===== config.mk =====
export PLATFORM = sky130hd
export DESIGN_NAME = uart_instr_loader
export DESIGN_NICKNAME = d
export VERILOG_FILES = /design/src/rtl/uart_instr_loader.sv
export SDC_FILE = /design/constraint.sdc
export NUM_CORES = 1
export LEC_CHECK = 0
export CORE_MARGIN = 2
export CORE_UTILIZATION = 35
export CTS_CLUSTER_DIAMETER = 120
export DETAILED_ROUTE_END_ITERATION = 7
export GPL_TIMING_DRIVEN = 0
export MAX_ROUTING_LAYER = met4
export SETUP_SLACK_MARGIN = 0.5
export SLEW_MARGIN = 20
export SYNTH_ARGS = -nofsm -noshare
export SYNTH_HDL_FRONTEND = slang
export SYNTH_SLANG_ARGS = --single-unit

===== constraint.sdc =====
create_clock -name clk -period 4.8 [get_ports clk]
set_clock_uncertainty 0.05 [all_clocks]
set_input_delay 0.96 -clock clk [delete_from_list [all_inputs] [get_ports clk]]
set_output_delay 0.96 -clock clk [all_outputs]
set_load 0.005 [all_outputs]

===== src/rtl/uart_instr_loader.sv =====
// uart_instr_loader
// Receives instruction-memory images over a byte stream (typically a UART
// receiver) and writes them into instruction memory one word at a time.
// Frame: 0xA5, LEN_HI, LEN_LO, LEN words (high byte first), CHK.
// CHK is the 8-bit XOR of every byte between SYNC and CHK.
// done/error are sticky status flags for the last frame and are cleared by
// the next SYNC byte (or reset).

module uart_instr_loader #(
  parameter int INSTRUCTION_WIDTH    = 16,
  parameter int INSTRUCTION_MEM_SIZE = 1024,
  parameter int TIMEOUT_CYCLES       = 2_517_500
) (
  input  logic                                    clk,
  input  logic                                    rst,
  input  logic [7:0]                              data_in,
  input  logic                                    data_in_valid,
  output logic                                    instr_mem_write_enable,
  output logic [$clog2(INSTRUCTION_MEM_SIZE)-1:0] instr_mem_write_addr,
  output logic [INSTRUCTION_WIDTH-1:0]            instr_mem_write_data,
  output logic                                    busy,
  output logic                                    done,
  output logic                                    error
);

  localparam int ADDR_W = $clog2(INSTRUCTION_MEM_SIZE);
  // Counter only has to reach TIMEOUT_CYCLES-1 before the abort fires.
  localparam int TO_W   = (TIMEOUT_CYCLES > 1) ? $clog2(TIMEOUT_CYCLES + 1) : 1;

  localparam logic [7:0] SYNC_BYTE = 8'hA5;

  typedef enum logic [2:0] {
    S_IDLE,
    S_LEN_HI,
    S_LEN_LO,
    S_DATA_HI,
    S_DATA_LO,
    S_CHECK
  } state_t;

  // Registered state
  state_t                         r_state;
  logic [7:0]                     r_len_hi;
  logic [15:0]                    r_len;
  logic [7:0]                     r_data_hi;
  logic [7:0]                     r_chk;
  logic [ADDR_W-1:0]              r_idx;
  logic [TO_W-1:0]                r_to_cnt;
  logic                           r_done;
  logic                           r_error;
  logic                           r_we;
  logic [ADDR_W-1:0]              r_addr;
  logic [INSTRUCTION_WIDTH-1:0]   r_data;

  // Next-state values
  state_t                         w_state_next;
  logic [7:0]                     w_len_hi_next;
  logic [15:0]                    w_len_next;
  logic [7:0]                     w_data_hi_next;
  logic [7:0]                     w_chk_next;
  logic [ADDR_W-1:0]              w_idx_next;
  logic [TO_W-1:0]                w_to_cnt_next;
  logic                           w_done_next;
  logic                           w_error_next;
  logic                           w_we_next;
  logic [ADDR_W-1:0]              w_addr_next;
  logic [INSTRUCTION_WIDTH-1:0]   w_data_next;

  // Decoded helpers
  logic [15:0]                    w_len_rx;
  logic                           w_len_bad;
  logic                           w_last_word;
  logic                           w_timeout;
  logic [7:0]                     w_chk_upd;

  // Length as it will be once the LEN_LO byte currently on data_in is taken.
  assign w_len_rx    = {r_len_hi, data_in};
  assign w_len_bad   = (w_len_rx == 16'd0) ||
                       (32'(w_len_rx) > 32'(INSTRUCTION_MEM_SIZE));
  // Word index of the final word is LEN-1; LEN is never 0 in the data states.
  assign w_last_word = (16'(r_idx) == (r_len - 16'd1));
  // Gap limit reached on a cycle with no byte: abort the frame now.
  assign w_timeout   = (r_state != S_IDLE) && !data_in_valid &&
                       (r_to_cnt == TO_W'(TIMEOUT_CYCLES - 1));
  assign w_chk_upd   = r_chk ^ data_in;

  assign busy                   = (r_state != S_IDLE);
  assign done                   = r_done;
  assign error                  = r_error;
  assign instr_mem_write_enable = r_we;
  assign instr_mem_write_addr   = r_addr;
  assign instr_mem_write_data   = r_data;

  // Next-state and datapath decode: one byte at most is consumed per cycle.
  always_comb begin
    w_state_next   = r_state;
    w_len_hi_next  = r_len_hi;
    w_len_next     = r_len;
    w_data_hi_next = r_data_hi;
    w_chk_next     = r_chk;
    w_idx_next     = r_idx;
    w_to_cnt_next  = r_to_cnt;
    w_done_next    = r_done;
    w_error_next   = r_error;
    w_we_next      = 1'b0;
    w_addr_next    = r_addr;
    w_data_next    = r_data;

    // Inter-byte gap counter runs only inside a frame and restarts on each byte.
    if (r_state != S_IDLE) begin
      w_to_cnt_next = data_in_valid ? '0 : TO_W'(r_to_cnt + 1'b1);
    end

    if (w_timeout) begin
      w_state_next  = S_IDLE;
      w_error_next  = 1'b1;
      w_done_next   = 1'b0;
      w_to_cnt_next = '0;
    end else if (data_in_valid) begin
      case (r_state)
        S_IDLE: begin
          // Anything but SYNC is line noise while idle.
          if (data_in == SYNC_BYTE) begin
            w_state_next  = S_LEN_HI;
            w_done_next   = 1'b0;
            w_error_next  = 1'b0;
            w_chk_next    = 8'h00;
            w_idx_next    = '0;
            w_to_cnt_next = '0;
          end
        end
        S_LEN_HI: begin
          w_len_hi_next = data_in;
          w_chk_next    = w_chk_upd;
          w_state_next  = S_LEN_LO;
        end
        S_LEN_LO: begin
          w_len_next = w_len_rx;
          w_chk_next = w_chk_upd;
          if (w_len_bad) begin
            w_state_next = S_IDLE;
            w_error_next = 1'b1;
          end else begin
            w_state_next = S_DATA_HI;
          end
        end
        S_DATA_HI: begin
          // A 0xA5 here is payload; there is no mid-frame resync.
          w_data_hi_next = data_in;
          w_chk_next     = w_chk_upd;
          w_state_next   = S_DATA_LO;
        end
        S_DATA_LO: begin
          w_chk_next   = w_chk_upd;
          w_we_next    = 1'b1;
          w_addr_next  = r_idx;
          w_data_next  = INSTRUCTION_WIDTH'({r_data_hi, data_in});
          w_idx_next   = ADDR_W'(r_idx + 1'b1);
          w_state_next = w_last_word ? S_CHECK : S_DATA_HI;
        end
        S_CHECK: begin
          if (data_in == r_chk) begin
            w_done_next = 1'b1;
          end else begin
            w_error_next = 1'b1;
          end
          w_state_next = S_IDLE;
        end
        default: begin
          w_state_next = S_IDLE;
        end
      endcase
    end
  end

  // State and datapath registers; reset abandons any frame in progress.
  always_ff @(posedge clk or posedge rst) begin
    if (rst) begin
      r_state   <= S_IDLE;
      r_len_hi  <= 8'h00;
      r_len     <= 16'h0000;
      r_data_hi <= 8'h00;
      r_chk     <= 8'h00;
      r_idx     <= '0;
      r_to_cnt  <= '0;
      r_done    <= 1'b0;
      r_error   <= 1'b0;
      r_we      <= 1'b0;
      r_addr    <= '0;
      r_data    <= '0;
    end else begin
      r_state   <= w_state_next;
      r_len_hi  <= w_len_hi_next;
      r_len     <= w_len_next;
      r_data_hi <= w_data_hi_next;
      r_chk     <= w_chk_next;
      r_idx     <= w_idx_next;
      r_to_cnt  <= w_to_cnt_next;
      r_done    <= w_done_next;
      r_error   <= w_error_next;
      r_we      <= w_we_next;
      r_addr    <= w_addr_next;
      r_data    <= w_data_next;
    end
  end

endmodule


==> summary by stage <==
Outcome
The run finished with clean final reports.

Floorplanning
The floorplan row count is 44. The starting density of the core is 0.358. The floorplan die area is 0.0158 sq mm.

The die is 126 um tall. The horizontal die dimension is 126 um. The floorplan step defined a core boundary enclosing 0.0145 sq mm.

The number of placed I/O pins is 41.

Layout
For this run, the share of the core covered by cells in the final layout is 0.421. The total inserted antenna cells is 0. The area growth from synthesis to layout is 17.7%. The number of nets in the finished design is 544. The proportion of layout cells with a drive suffix above 1 is 0.176.

Logic synthesis
Counting every instance in the synthesized netlist gives 482. A synthesized cell averages 10.7 sq um. The most used flip-flop cell after synthesis is sky130_fd_sc_hd__dfrtp_1. The share of synthesized area in the top cell type comes to 0.502.

The largest total area in the synthesized netlist belongs to sky130_fd_sc_hd__dfrtp_1. The netlist uses 61 different library cells. Yosys attributes the largest share of cell area to sky130_fd_sc_hd__dfrtp_1, sky130_fd_sc_hd__mux2_2, sky130_fd_sc_hd__xnor2_1, sky130_fd_sc_hd__nor2_1, sky130_fd_sc_hd__xor2_1. The Yosys step of the flow raised 0 warnings. The number of nets in the synthesized netlist is 496. Counting flops with a built-in enable in the synthesized netlist gives 0.

In this run, synthesis produced a sequential element count of 104. The share of the Yosys chip area taken by registers is 0.502. The cell area after synthesis is 0.00518 sq mm. The async set-reset flop share out of synthesis is 1.00.

Drt
For this block, the via count after detailed routing is 3,794. After detailed routing, the total wire length is 11.6 mm. For this run, design rule violations remaining after detail routing come to 0. After detailed routing, the number of vias per cell comes to 5.28. For this run, the detailed router's first-pass iteration total came to 4. The detail route stage leaves a number of antenna-violating nets equal to 0. The detailed router's first-iteration violation count is 191. In the final routed layout, each cell accounts on average for 16.2 um.

STA
Setup violations remaining at the end of the flow were counted as 0. The tightest hold path in the finished design has a slack of 0.455 ns. Derived from the worst setup path, the maximum achievable clock frequency is 298 MHz. The count of final max-slew check failures is 0. The final-report hold violation count is 0. In the finished design, the share of the clock period the worst path needs comes to 0.699. Setup repair after global routing left no endpoint under its margin. The final period demand of the worst path is 3.35 ns. Headroom to the max-slew limit came out at 0.351. At the pin with the least slew margin, the transition time is 0.965 ns.

Placed design
The count of input and output buffers is 36. The congestion estimate from routability-driven global placement came to 0.814. Summed over all nets, the half-perimeter wirelength after detailed placement is 8.22 mm.

Min path
The hold path startpoint is instr_mem_write_addr[4]. The worst hold path class is reg2reg.

Critical path
STA classifies the critical path endpoint as a flop. The arrival time at the worst endpoint is 3.53 ns. For the worst setup path, the data required time is 4.97 ns. Along the worst path, the maximum fanout reaches 10. The register-to-register setup slack is 1.99 ns. The worst setup path startpoint is data_in[3].

The path type of the worst setup path is in2reg. The worst setup path is launched from an input pin. In this run the critical register-to-register path is launched from r_len[0].

Global routing
The initial antenna violation count is 0. In the global route stage, overall resource usage came out at 0.165. The wire length of the first global-routing pass is 20.1 mm.

The maximum number of pins on one net before global-route repair is 57. The overall overflow remaining after global route is 0. The number of global-route vias before repair is 3,880.

Clock tree
TritonCTS built the clock tree. In this run the deepest clock path goes through 2 buffers. Clock latency on the worst-skew pair, taken at its later pin, is 0.35 ns. The number of clock sinks seen by CTS is 104. Once the clock tree was built, the setup fixing pass inserted 0 buffers.

The cell chosen for the clock root is sky130_fd_sc_hd__clkbuf_16. CTS built an H-tree with a depth of 3. The post-cts resize count is 0.

In this run, post-CTS hold repair placed 0 buffers. The clock-pin slew reported for the worst setup and hold paths after clock tree synthesis is 0.07 ns. Buffers inserted during clock tree synthesis total 9.

Power
The analysis attributes to cell leakage a power of 2.55 nW. VDD sags by at most 0.310 mV. In this run the power density over the cells is 558 mW/mm^2.

The post-route total power is 0.00341 W.

Job
The max-capacitance violation count is 0.
## critical path, cell delays in order
cell                              delay (ns)
sky130_fd_sc_hd__clkdlybuf4s50_1        0.65
sky130_fd_sc_hd__or4_1                  0.69
sky130_fd_sc_hd__nor2_2                 0.30
sky130_fd_sc_hd__or4_1                  0.22
sky130_fd_sc_hd__nand2_1                0.06
sky130_fd_sc_hd__nand2_1                0.13
sky130_fd_sc_hd__clkbuf_1               0.39
sky130_fd_sc_hd__nor2_1                 0.11
## cells in the final DEF (no fill, tap or decap), drive strengths merged, types with 4 or more instances in the layout
cell type      count
dfrtp            104
mux2              56
nor2              53
clkdlybuf4s50     36
o21ai             28
nand2             25
xnor2             25
clkbuf            22
nand4             21
xor2              20
nor3              17
nand3             14
inv               11
nor4               9
or3                9
buf                9
and3               8
nand2b             8
or4                4
## metal layers
metal | share of wire | GRT usage
met1 | 0.48 | 0.219
met2 | 0.47 | 0.247
met3 | 0.038 | 0.0450
met4 | 0.013 | 0.0516
met5 | 0 | -
## metrics by stage
step	std cells	setup TNS [ns]	worst slack [ns]	instance area, sq um
2_1_floorplan	482	0	1.06	5180
3_3_place_gp	702	-54.08	-0.527	5770
3_5_place_dp	703	0	1.08	5800
4_1_cts	719	0	1.40	6100
5_1_grt	719	0	1.23	6100
6_report	719	0	1.45	6100
## report_power, final
part | internal [W] | switching (W)
logic | 0.000660 | 0.000598
registers | 0.00117 | 0.000237
clock network | 0.000407 | 0.000334
## path summary, 6_finish.rpt
path / to / depth (start not counted)
max in group asynchronous: r_len[11] / 3
min in group asynchronous: r_to_cnt[18] / 2
hold / removal: instr_mem_write_addr[4] / 1
setup reg to reg: r_state[1] / 8
hold reg to reg: instr_mem_write_addr[4] / 1
setup / recovery: r_to_cnt[9] / 8
## cell families after synthesis
logic type                 after synthesis  share of synthesized area
and+or+nand+nor                        188                      0.198
buffers and inverters                   30                     0.0244
AOI/OAI and AO/OA                       54                     0.0669
muxes                                   58                      0.126
adders and majority gates                3                    0.00725
xor gates and xnor gates                45                     0.0761
DFF                                    104                      0.502
## cell usage after synthesis (all sizes together) (2+ instances only)
library cell and n:
xor2 20, a31o 3, buf 8, a21boi 2, inv 9, or2 2, mux2i 2, a21oi 3
ha 3, clkbuf 12, nor4b 2, o21ai 28, or3 9, nor2 53, xnor2 25, o22ai 2
nand2 25, mux2 56, nand3 14, nand4 21, a211oi 2, dfrtp 104, nand4b 2, nor4 9
a21o 2, and3 8, nand2b 8, a32oi 2, nand3b 3, nor3 17, nor3b 2, or4 4
nor2b 3
## final cells by class
cell class	instances	area, sq um
sequential	104	2600
fill	1395	8380
buffer	20	88.8
clock inverter	6	67.6
multi-input combinational	348	2450
timing repair buffer	37	388
tap	184	230
clock buffer	10	229
inverter	10	42.5
## state kept, by name (all words and copies together), names as in the netlist
| register | count |
|---|---|
| r_to_cnt | 22 |
| done | 1 |
| error | 1 |
| r_len_hi | 8 |
| r_state | 3 |
| r_len | 16 |
| instr_mem_write_addr | 10 |
| r_chk | 8 |
| instr_mem_write_data | 16 |
| instr_mem_write_enable | 1 |
| r_idx | 10 |
| r_data_hi | 8 |
Note: power is estimated with default switching activity, not from simulation.
